===== config.mk =====
export PLATFORM = sky130hd
export DESIGN_NAME = i2c_xfer_ctrl
export DESIGN_NICKNAME = d
export VERILOG_FILES = /design/src/rtl/i2c_xfer_pkg.sv /design/src/rtl/i2c_xfer_tick.sv /design/src/rtl/i2c_xfer_ctrl.sv
export SDC_FILE = /design/constraint.sdc
export NUM_CORES = 1
export LEC_CHECK = 0
export ABC_CLOCK_PERIOD_IN_PS = 3540
export CORE_MARGIN = 2
export CORE_UTILIZATION = 35
export DETAILED_ROUTE_END_ITERATION = 16
export GPL_TIMING_DRIVEN = 0
export PLACE_DENSITY = 0.59
export SLEW_MARGIN = 20
export SYNTH_ARGS = -nofsm -noshare
export SYNTH_HDL_FRONTEND = slang
export SYNTH_SLANG_ARGS = --single-unit

===== constraint.sdc =====
create_clock -name clk -period 3.54 [get_ports clk]
set_clock_uncertainty 0.1 [all_clocks]
set_input_delay 0.531 -clock clk [delete_from_list [all_inputs] [get_ports clk]]
set_output_delay 0.531 -clock clk [all_outputs]
set_load 0.05 [all_outputs]

===== src/rtl/i2c_xfer_pkg.sv =====
// Shared encodings for the I2C byte sequencer.
// Command opcodes, FSM states and bit-phase numbering.
package i2c_xfer_pkg;

  localparam logic [1:0] CMD_START = 2'd0;
  localparam logic [1:0] CMD_WRITE = 2'd1;
  localparam logic [1:0] CMD_READ  = 2'd2;
  localparam logic [1:0] CMD_STOP  = 2'd3;

  localparam logic [1:0] P0 = 2'd0;
  localparam logic [1:0] P1 = 2'd1;
  localparam logic [1:0] P2 = 2'd2;
  localparam logic [1:0] P3 = 2'd3;

  typedef enum logic [2:0] {
    S_IDLE,
    S_HOLD,
    S_START,
    S_BIT,
    S_ACK,
    S_STOP
  } state_t;

endpackage


===== src/rtl/i2c_xfer_tick.sv =====
// Quarter-bit prescaler and phase counter.
// Holds its count while a stretching slave keeps SCL low.
module i2c_xfer_tick
  import i2c_xfer_pkg::*;
#(
  parameter int DIV_W = 16
) (
  input  logic             clk,
  input  logic             rst,
  input  logic             run,
  input  logic             hold,
  input  logic [DIV_W-1:0] clkdiv,
  output logic             phaseEnd,
  output logic [1:0]       phase
);

  logic [DIV_W-1:0] cnt;

  assign phaseEnd = run && !hold && (cnt == '0);

  // divisor is only sampled at a phase start
  always_ff @(posedge clk) begin
    if (rst) begin
      cnt   <= '0;
      phase <= P0;
    end else if (!run) begin
      cnt   <= clkdiv;
      phase <= P0;
    end else if (phaseEnd) begin
      cnt   <= clkdiv;
      phase <= phase + 2'd1;
    end else if (!hold) begin
      cnt <= cnt - 1'b1;
    end
  end

endmodule


===== src/rtl/i2c_xfer_ctrl.sv =====
// Byte-level I2C master sequencer.
// Turns START/WRITE/READ/STOP commands into SCL/SDA pulls.
module i2c_xfer_ctrl
  import i2c_xfer_pkg::*;
#(
  parameter int DIV_W = 16
) (
  input  logic             clk,
  input  logic             rst,
  input  logic             enable,
  input  logic [DIV_W-1:0] clkdiv,
  input  logic             cmd_valid,
  output logic             cmd_ready,
  input  logic [1:0]       cmd_op,
  input  logic [7:0]       cmd_data,
  input  logic             cmd_ack,
  output logic             rd_valid,
  output logic [7:0]       rd_data,
  input  logic             scl_i,
  input  logic             sda_i,
  output logic             scl_oe,
  output logic             sda_oe,
  output logic             setDone,
  output logic             setNoAck,
  output logic             setArbFail,
  output logic             active
);

  state_t     state;
  state_t     stateNxt;
  logic [1:0] opReg;
  logic       ackReg;
  logic [7:0] shift;
  logic [2:0] bitCnt;
  logic       sampleBit;
  logic       accept;
  logic       run;
  logic       hold;
  logic       phaseEnd;
  logic [1:0] phase;
  logic       isWrite;
  logic       lowPhase;
  logic       sclOe;
  logic       sdaOe;
  logic       done;
  logic       noAck;
  logic       arbFail;
  logic       rdValid;

  assign accept = !rst && enable && cmd_valid
                  && (state == S_IDLE || state == S_HOLD);
  assign run = (state == S_START) || (state == S_BIT)
               || (state == S_ACK) || (state == S_STOP);
  assign hold = !sclOe && !scl_i;
  assign isWrite = (opReg == CMD_WRITE);
  assign lowPhase = (phase == P0) || (phase == P3);

  i2c_xfer_tick #(
    .DIV_W(DIV_W)
  ) u_tick (
    .clk     (clk),
    .rst     (rst),
    .run     (run),
    .hold    (hold),
    .clkdiv  (clkdiv),
    .phaseEnd(phaseEnd),
    .phase   (phase)
  );

  always_comb begin
    stateNxt = state;
    sclOe    = 1'b0;
    sdaOe    = 1'b0;
    done     = 1'b0;
    noAck    = 1'b0;
    arbFail  = 1'b0;
    rdValid  = 1'b0;
    unique case (state)
      S_IDLE: begin
        // data/stop with no bus owned are simply swallowed
        if (accept && cmd_op == CMD_START) stateNxt = S_START;
      end
      S_HOLD: begin
        sclOe = 1'b1;
        if (accept) begin
          unique case (cmd_op)
            CMD_START: stateNxt = S_START;
            CMD_STOP:  stateNxt = S_STOP;
            default:   stateNxt = S_BIT;
          endcase
        end
      end
      S_START: begin
        sclOe = lowPhase;
        sdaOe = (phase == P2) || (phase == P3);
        if (phaseEnd && phase == P1 && !sda_i) begin
          arbFail  = 1'b1;
          stateNxt = S_IDLE;
        end else if (phaseEnd && phase == P3) begin
          done     = 1'b1;
          stateNxt = S_HOLD;
        end
      end
      S_BIT: begin
        sclOe = lowPhase;
        sdaOe = isWrite && !shift[7];
        if (phaseEnd && phase == P2 && isWrite
            && shift[7] && !sda_i) begin
          arbFail  = 1'b1;
          stateNxt = S_IDLE;
        end else if (phaseEnd && phase == P3
                     && bitCnt == 3'd7) begin
          stateNxt = S_ACK;
        end
      end
      S_ACK: begin
        sclOe = lowPhase;
        sdaOe = !isWrite && !ackReg;
        if (phaseEnd && phase == P3) begin
          done     = 1'b1;
          noAck    = isWrite && sampleBit;
          rdValid  = !isWrite;
          stateNxt = S_HOLD;
        end
      end
      S_STOP: begin
        sclOe = (phase == P0);
        sdaOe = (phase == P0) || (phase == P1);
        if (phaseEnd && phase == P3) begin
          done     = 1'b1;
          stateNxt = S_IDLE;
        end
      end
      default: stateNxt = S_IDLE;
    endcase
  end

  always_ff @(posedge clk) begin
    if (rst) begin
      state     <= S_IDLE;
      opReg     <= CMD_START;
      ackReg    <= 1'b0;
      shift     <= 8'h00;
      bitCnt    <= 3'd0;
      sampleBit <= 1'b0;
      rd_data   <= 8'h00;
    end else begin
      state <= stateNxt;
      if (accept) begin
        opReg  <= cmd_op;
        ackReg <= cmd_ack;
        shift  <= cmd_data;
        bitCnt <= 3'd0;
      end else if (phaseEnd) begin
        if (phase == P2) sampleBit <= sda_i;
        // shifting after SCL falls keeps SDA stable while high
        if (phase == P3 && state == S_BIT) begin
          shift  <= {shift[6:0], sampleBit};
          bitCnt <= bitCnt + 3'd1;
          if (bitCnt == 3'd7 && !isWrite)
            rd_data <= {shift[6:0], sampleBit};
        end
      end
    end
  end

  assign cmd_ready  = accept;
  assign scl_oe     = sclOe;
  assign sda_oe     = sdaOe;
  assign setDone    = done && !rst;
  assign setNoAck   = noAck && !rst;
  assign setArbFail = arbFail && !rst;
  assign rd_valid   = rdValid && !rst;
  assign active     = (state != S_IDLE);

endmodule


After elaboration in Yosys (flattened, before gate mapping)
Index checks and enable logic that the tools add are counted.
{"block": "op_classes", "eq_ne": 16, "n_mux": 27, "reduce_logical": 55, "bitwise": 2, "add_sub_neg": 3}
{"operator": "2-to-1 mux 16 bit", "n": 3}
{"operator": "logical AND 1 bit", "n": 24}
{"operator": "2-to-1 mux 8 bit", "n": 3}
{"operator": "2-to-1 mux 3 bit", "n": 7}
{"operator": "case mux 3 bit (6 select lines)", "n": 1}
{"operator": "logical NOT 16 bit", "n": 1}
{"operator": "subtractor 16 x 1 -> 16 bit, second input constant", "n": 1}
{"operator": "== test 3 bit, second input constant", "n": 3}
{"operator": "logical NOT 1 bit", "n": 8}
{"operator": "2-to-1 mux 1 bit", "n": 8}
{"operator": "AND reduction 4 bit", "n": 2}
{"operator": "logical OR 1 bit", "n": 7}
{"operator": "== test 2 bit, second input constant", "n": 3}
{"operator": "== test 3 x 2 -> 1 bit, second input constant", "n": 2}
{"operator": "inequality test 3 bit, second input constant", "n": 2}
{"operator": "case mux 3 bit (2 select lines)", "n": 1}
{"operator": "OR reduction 2 bit", "n": 3}
{"operator": "== test 2 x 1 -> 1 bit, second input constant", "n": 2}
{"operator": "logical NOT 2 bit", "n": 2}
{"operator": "inequality test 2 x 1 -> 1 bit, second input constant", "n": 2}
{"operator": "case mux 1 bit (2 select lines)", "n": 2}
{"operator": "case mux 1 bit (4 select lines)", "n": 1}
{"operator": "AND reduction 2 bit", "n": 2}
{"operator": "nonzero test 2 bit", "n": 2}
{"operator": "10 further kinds", "n": 11}
{"block": "totals", "reg_bits": 44, "output_inout_bits": 16, "input_bits": 33}

Logic depth before layout (Yosys ltp)
Gate-level depths: netlist of run 1.
{"block": "depth", "depth_word": 15, "ltp_mapped": 11, "mapped_depth_nobuf": 9}

Cells and area by module
Synthesis of run 1 repeated with hierarchy kept, for this count alone.
{"block": "hier_totals", "cells_unflattened": 314, "area_unflattened_um2": 2586.2}
{"mod": "i2c_xfer_ctrl", "seq_area_each_um2": 520.5, "area_each_um2": 1452.6, "cells_per_inst": 173, "instances": 1}
{"mod": "i2c_xfer_tick", "seq_area_each_um2": 360.3, "area_each_um2": 1133.6, "cells_per_inst": 141, "instances": 1}

Worst setup path before layout of run 1
No wires, ideal clock.
{"block": "synth_timing", "path_kind": "reg-to-output", "startpoint": "reg u_tick.phase[0]", "endpoint": "out setArbFail", "path_stages_with_launch": 8, "arrival_ns": 3.235, "slack_ns": -0.326, "cell_sequence": "dfxtp_1 inv_1 ha_1 o32a_1 nand3_1 clkbuf_1 nand3_1 nor4bb_1"}
{"block": "synth_via", "elab_chain_len": 15, "elab_cells_between_ends": 21, "classes_between": "3 x eq/ne; 4 x mux; 14 x reduce/logical"}
{"item": "start, declared", "line": "i2c_xfer_tick.sv:14", "text": "output logic [1:0] phase"}
{"item": "start signal, assigned", "line": "i2c_xfer_tick.sv:31", "text": "phase <= phase + 2'd1;"}
{"item": "== test 2 bit / logical NOT 2 bit (equally long branches)", "line": "i2c_xfer_ctrl.sv:56, i2c_xfer_ctrl.sv:127"}
{"item": "logical OR 1 bit", "line": "i2c_xfer_ctrl.sv:56", "text": "assign lowPhase = (phase == P0) || (phase == P3);"}
{"item": "case mux 1 bit (3 select lines)", "line": "i2c_xfer_ctrl.sv:78", "text": "unique case (state)"}
{"item": "logical NOT 1 bit", "line": "i2c_xfer_ctrl.sv:54", "text": "assign hold = !sclOe && !scl_i;"}
{"item": "logical AND 1 bit", "line": "i2c_xfer_ctrl.sv:54"}
{"item": "logical NOT 1 bit"}
{"item": "logical AND 1 bit (2 in series)", "line": "i2c_xfer_tick.sv:19", "text": "assign phaseEnd = run && !hold && (cnt == '0);"}
{"item": "logical AND 1 bit (2 in series)", "line": "i2c_xfer_ctrl.sv:107", "text": "if (phaseEnd && phase == P2 && isWrite"}
{"item": "logical AND 1 bit (2 in series)", "line": "i2c_xfer_ctrl.sv:108", "text": "&& shift[7] && !sda_i) begin"}
{"item": "2-to-1 mux 1 bit", "line": "i2c_xfer_ctrl.sv:107"}
{"item": "case mux 1 bit (2 select lines) (*)", "line": "i2c_xfer_ctrl.sv:78"}
{"item": "logical AND 1 bit (*)", "line": "i2c_xfer_ctrl.sv:172", "text": "assign setArbFail = arbFail && !rst;"}
{"item": "end, declared", "line": "i2c_xfer_ctrl.sv:25", "text": "output logic setArbFail,"}
Mark *: on every way between the ends. The rest lies on a longest branch, timed or not.

Worst setup path in the final report of run 1
{"block": "layout_timing", "startpoint": "reg u_tick.cnt[12]", "endpoint": "out setNoAck"}
{"block": "layout_via", "elab_chain_len": 6}
{"item": "start, declared", "line": "i2c_xfer_tick.sv:17", "text": "logic [DIV_W-1:0] cnt;"}
{"item": "start signal, assigned", "line": "i2c_xfer_tick.sv:27", "text": "cnt <= clkdiv;"}
{"item": "start signal, assigned", "line": "i2c_xfer_tick.sv:30", "text": "cnt <= clkdiv;"}
{"item": "start signal, assigned", "line": "i2c_xfer_tick.sv:33", "text": "cnt <= cnt - 1'b1;"}
{"item": "logical NOT 16 bit", "line": "i2c_xfer_tick.sv:19"}
{"item": "logical AND 1 bit", "line": "i2c_xfer_tick.sv:19"}
{"item": "logical AND 1 bit", "line": "i2c_xfer_ctrl.sv:119", "text": "if (phaseEnd && phase == P3) begin"}
{"item": "2-to-1 mux 1 bit", "line": "i2c_xfer_ctrl.sv:119"}
{"item": "2-to-1 mux 1 bit", "line": "i2c_xfer_ctrl.sv:78"}
{"item": "logical AND 1 bit", "line": "i2c_xfer_ctrl.sv:171", "text": "assign setNoAck = noAck && !rst;"}
{"item": "end, declared", "line": "i2c_xfer_ctrl.sv:24", "text": "output logic setNoAck,"}
No other way between the ends.

==> results of run 1 <==
## power breakdown
part           switching [mW]  internal [mW]  leakage [nW]  total, mW
Clock                   0.187          0.213        0.0583      0.400
Sequential             0.0174          0.513         0.361      0.530
Combinational          0.0792         0.0722         0.915      0.151
## cell families after synthesis
logic type	count (synthesis)	synth area share, %
and+or+nand+nor	141	27.1
AOI/OAI and AO/OA	83	22.1
DFF	44	33.6
buffers and inverters	30	4.87
muxes	18	6.87
adders and majority gates	10	4.77
xor gates and xnor gates	2	0.668
## worst max-delay path by stage
| stage | start | to | slack [ps] |
|---|---|---|---|
| floorplan | u_tick.phase[0]$_SDFFE_PP0P_ | setArbFail | 190 |
| global placement | u_tick.phase[0]$_SDFFE_PP0P_ | setArbFail | -340 |
| detailed placement | state[1]$_SDFFE_PP0P_ | setNoAck | -320 |
| CTS | state[1]$_SDFFE_PP0P_ | setNoAck | 30 |
| global route | state[1]$_SDFFE_PP0P_ | setNoAck | 7 |
| finish | u_tick.cnt[12]$_SDFFE_PP0P_ | setNoAck | 140 |
## through the flow
| stage | utilization, % | hold slack [ps] | instance area, um2 |
|---|---|---|---|
| global route | 46.7 | 377 | 3390 |
| detailed placement | 44.6 | 358 | 3230 |
| floorplan | - | 331 | 2630 |
| finish | 46.7 | 367 | 3390 |
| global placement | 44.6 | 345 | 3230 |
| CTS | 46.3 | 369 | 3360 |
## state kept, by name (all words and copies together) (netlist names)
register	flops
ackReg	1
bitCnt	3
sampleBit	1
opReg	2
shift	8
state	3
u_tick.cnt	16
rd_data	8
u_tick.phase	2
## cell type report
cell class,count,share of cell area (%)
buffer,17,2.55
tap,99,3.66
inverter,13,1.44
multi-input combinational,254,48.7
sequential,44,26.0
timing repair buffer,50,14.1
clock inverter,3,1.40
clock buffer,5,2.03
## cell usage in the layout, fill, tap and decap left out, drive strengths merged, types with 3 or more instances in the layout
master	instances
a311oi	3
or4	4
a211oi	8
nand2b	5
nor4	5
ha	10
nand4	5
nor2	39
a21oi	11
nand3	15
and3	4
nor3	24
mux2i	18
clkinv	3
a31oi	4
or2	4
or3	3
o311ai	4
nor2b	3
buf	7
clkdlybuf4s50	43
o21ai	25
clkbuf	21
nand2	28
dfxtp	44
inv	12
## worst min-delay path, cell delays in order, from the launching register on
cell,delay (ps)
dfxtp_1,320
nand2_1,50
o21ai_0,60
## per-layer routing
metal,GRT usage [%],share of wire [%],wire (um),up-vias
met5,0,0,0,-
met4,5.51,1.5,114,0
met3,3.34,5.0,382,11
met2,27.1,44,3370,80
met1,27.8,49,3720,1226
li1,-,-,-,1328
## cells in the mapped netlist (3+ instances only)
cell,count
nor4_1,5
a21oi_1,11
dfxtp_1,44
a31oi_1,4
a211oi_1,8
ha_1,10
o21ai_0,24
or2_2,4
nor3_1,24
mux2i_1,18
nand4_1,5
nand3_1,12
nand2b_1,5
o311ai_0,4
nor2_1,39
clkbuf_1,14
nor2b_1,3
and3_1,4
nand2_1,28
inv_1,12
## timing repair
item | in CTS | in global routing
gates cloned | 0 | 0
endpoints found under the setup margin | 14 | 20
buffers inserted | 0 | 2
gates resized for setup | 18 | 17
pin swaps | 0 | 2
==> results.cfg, run 1 <==
[layout]
instances_no_fill = 485
n_antenna_cell = 0
finalNetCount = 428
multi_input_area_um2 = 1650
area_growth_pct = 29.2
register_area_um2 = 882
drive_gt1_share_pct = 9.33
nFillCells = 759

[route]
wl_per_cell_um = 15.6
drc = 0
drtIter0Drc = 123
detail_route.vias_per_cell = 5.45
num_vias = 2645
ant_nets = 0
drtPass1Iterations = 5
routed_wl_um = 7590

[placement]
finalWeightedCongestion = 0.884
port_buffers = 48
pre_cts_slack_ps = -320
place_inst = 475
dpl.hpwl_um = 5570

[setup_path]
r2r-start = state[1]$_SDFFE_PP0P_
reg2reg_slack_ps = 350
r2r_cells = 9
cp_data_arrival_time_ps = 2770
path_cells = or4_4 > or3_4 > nor4_4 > nand4_1 > nor4_2 > and3_1 > buf_2
critPathMaxStageDelay_ps = 560
criticalPathCategory = reg -> out
cp-end-kind = output pin
start_kind = flop
required_ps = 2910
worst_path_max_delay_cell = or4_4
crit_cells = 7
cp_max_fo = 5
worst-path-buf-inv = 1
critPathTopFamily = simple AND/OR/NAND/NOR gates
worstReg2RegEnd = state[0]$_SDFFE_PP0P_

[grt]
grt.total_usage_pct = 18.6
grt_overflow_total = 0
grt_start_max_net_pins = 16
grt_pass1_wl_um = 12500
first_global_vias = 2460
antenna_found_initial = 0

[clocking]
numCtsBuffers = 5
cts-hold-fix-buffers = 0
clock_path_buffers = 2
cts_tree = done
cts.sinks = 44
cts-root-buf = clkbuf_8
h-tree-depth = 2
clk_latency_ps = 300
clk_pin_slew_worst_paths_ps = 90

[synth]
synth-edff-count = 0
yosysWarnings = 0
synthTopCellsByArea = dfxtp_1, mux2i_1, nor2_1
yosysTopAreaCell = dfxtp_1
synth.distinct_cells = 56
synthDominantCellAreaShare_pct = 33.6
synth_nets = 371
synth_ff_type = dfxtp_1
yosysSeqAreaShare_pct = 33.6
synthArstFlopShare_pct = 0
synth.avg_cell_area_um2 = 8.00
synthCells = 328
syn-cell-area_um2 = 2620
ys_seq_elements = 44

[sta]
setup_violations = 0
layout_min_cycle_time_ps = 3400
fmaxAchievable_mhz = 294
fin_setup_tns_ps = 0
hold_viol_final = 0
slew_headroom_pct = 49.9
fin_crit_sh_pct = 96.0
report.final.slew_viol_count = 0
rsz0062_at_grt = false
tightest_slew_ps = 744
finalWorstSetupSlack_ps = 143

[floorplanning]
die-area_um2 = 8200
core_um2 = 7250
dieWidth_um = 90.6
start_util_pct = 36.2
rows = 31
die_h_um = 90.6
io_pins = 49

[hold_path]
whs_path_depth = 2
min_from = opReg[1]$_SDFFE_PP0P_
min_to = opReg[1]$_SDFFE_PP0P_
hp-class = reg -> reg

[pwr]
peakVddDrop_mv = 0.144
leakage_nw = 1.33
powerDensity_nw_per_um2 = 319
power_mw = 1.08

[run]
maxCapViolCount = 0

[status]
status = finished clean
No activity file was read; power rests on OpenSTA's default activity.
==> run 2: changes to the inputs <==
Settings changed: SKIP_LAST_GASP set to 1.
==> results of run 2 <==
Final layout, timing and power as in run 1 (identical DEF).
==> run 3: changes to the inputs <==
Settings changed: PLACE_DENSITY 0.59 to unset, SETUP_SLACK_MARGIN set to 0.5.
==> results.cfg, run 3 (synthesized netlist as in run 1, its figures left out) <==
[clocking]
cts.sinks = 44
cts-root-buf = clkbuf_8
clk_latency_ps = 300
numCtsBuffers = 5
clock_path_buffers = 2
clk_pin_slew_worst_paths_ps = 100
h-tree-depth = 2
cts-hold-fix-buffers = 0
cts_tree = done

[pwr]
powerDensity_nw_per_um2 = 312
leakage_nw = 1.41
power_mw = 1.10
peakVddDrop_mv = 0.149

[sta]
slew_headroom_pct = 53.6
layout_min_cycle_time_ps = 3190
holdWs_ps = 361
tightest_slew_ps = 689
fmaxAchievable_mhz = 314
setup_violations = 0
finalWorstSetupSlack_ps = 350
fin_crit_sh_pct = 90.1
rsz0062_at_grt = true
report.final.slew_viol_count = 0
hold_viol_final = 0

[floorplanning]
die_h_um = 90.6
start_util_pct = 36.2
rows = 31
core_um2 = 7250
io_pins = 49
die-area_um2 = 8200
dieWidth_um = 90.6

[setup_path]
path_cells = or4_4 > or3_4 > nor4_4 > nand4_1 > nor4_4 > and3_1 > buf_6
critPathTopFamily = simple AND/OR/NAND/NOR gates
critPathMaxStageDelay_ps = 530
worst_path_max_delay_cell = or4_4
start_kind = flop
cp_max_fo = 2
criticalPathCategory = reg -> out
required_ps = 2910
worst-path-buf-inv = 1
cp_data_arrival_time_ps = 2560
cp_common_cell = nor4_4
cp-end-kind = output pin

[layout]
top_register = u_tick.cnt
drive_gt1_share_pct = 14.8
largestRegisters = u_tick.cnt: 16 flops, rd_data: 8 flops, shift: 8 flops
area_growth_pct = 34.6
finalNetCount = 435
largest_reg_flops = 16
final_core_util_pct = 48.7
n_antenna_cell = 0
nFillCells = 734
most-common-layout-cells = dfxtp_1, clkdlybuf4s50_1, nor2_1
instances_no_fill = 492

[grt]
first_global_vias = 2739
antenna_found_initial = 0
grt_pass1_wl_um = 13100
grt_overflow_total = 0
grt.total_usage_pct = 19.3
grt_start_max_net_pins = 16

[placement]
finalWeightedCongestion = 0.910
place_inst = 475
dpl.hpwl_um = 5510
pre_cts_slack_ps = -308
port_buffers = 48

[run]
maxCapViolCount = 0

[route]
ant_nets = 0
routed-wl-met2_um = 3630
detail_route.vias_per_cell = 5.41
maxUsedRoutingLayer = met4
drtIter0Drc = 92
num_vias = 2663
drc = 0
routed-wl-met3_um = 355
wl_per_cell_um = 15.6
drtPass1Iterations = 4
routed_wl_um = 7690
drt-met1-wl_um = 3570

[hold_path]
hp-class = reg -> reg

[status]
status = finished clean
[run 3: cell types whose count changed in the layout (fill, tap and decap cells not counted), moves of 2 or more]
cell | before | now
dfxtp_1 | 43 | 40
clkdlybuf4s50_1 | 43 | 40
inv_1 | 12 | 10
buf_4 | 5 | 11
clkbuf_4 | 3 | 1
dfxtp_2 | 1 | 4
buf_6 | 1 | 5
clkinv_4 | 2 | 0
nand3_1 | 12 | 10
nand3_2 | 2 | 4
[run 3: metrics by stage]
stage	setup TNS (ps)	instance area, um2
after floorplan	0	2650
after global placement	-1280	3260
after detailed placement	-1170	3260
after CTS	0	3520
after global routing	0	3530
final	0	3530
[run 3: what timing repair did]
action | 4_1_cts | 5_1_grt
pin swaps | 6 | 4
buffers inserted | 9 | 0
endpoints found under the setup margin | 33 | 18
gates resized for setup | 52 | 7
[run 3: per-layer routing]
metal	GRT usage, %	vias up
li1	-	1339
met1	24.4	1224
met2	32.6	84
met3	3.92	16
met4	6.79	0
met5	0	-
[run 3: final timing paths]
path,from,endpoint,slack [ps],cells past startpoint
setup / recovery,u_tick.cnt[12]$_SDFFE_PP0P_,setNoAck,350,7
hold / removal,opReg[0]$_SDFFE_PP0P_,opReg[0]$_SDFFE_PP0P_,360,2
setup reg to reg,u_tick.cnt[4]$_SDFFE_PP0P_,u_tick.cnt[7]$_SDFFE_PP0P_,670,8
hold reg to reg,opReg[0]$_SDFFE_PP0P_,opReg[0]$_SDFFE_PP0P_,360,2
[run 3: worst reg2reg max path, stage by stage (launching register included)]
cell	delay, ps
dfxtp_1	370
nor4_1	650
nand3_2	380
or2_2	430
o21ai_2	190
buf_4	240
buf_4	200
o221ai_1	110
a21oi_1	150
[run 3: report_power, final]
group / leakage (nW) / internal (mW) / total (mW) / switching [mW]
clock network: 0.0548 / 0.213 / 0.412 / 0.199
registers: 0.362 / 0.513 / 0.531 / 0.0181
logic: 0.994 / 0.0776 / 0.160 / 0.0821
total: 1.41 / 0.804 / 1.10 / 0.299
[run 3: area by class of cell]
class	instances	area, um2	share of cell area [%]
inverters	13	52.6	1.49
plain buffers	17	93.8	2.66
well taps	99	124	3.51
multi-input cells	254	1710	48.3
clock inverters	3	46.3	1.31
flip-flops and latches	44	886	25.1
clock buffers	5	68.8	1.95
repair buffers	57	553	15.7
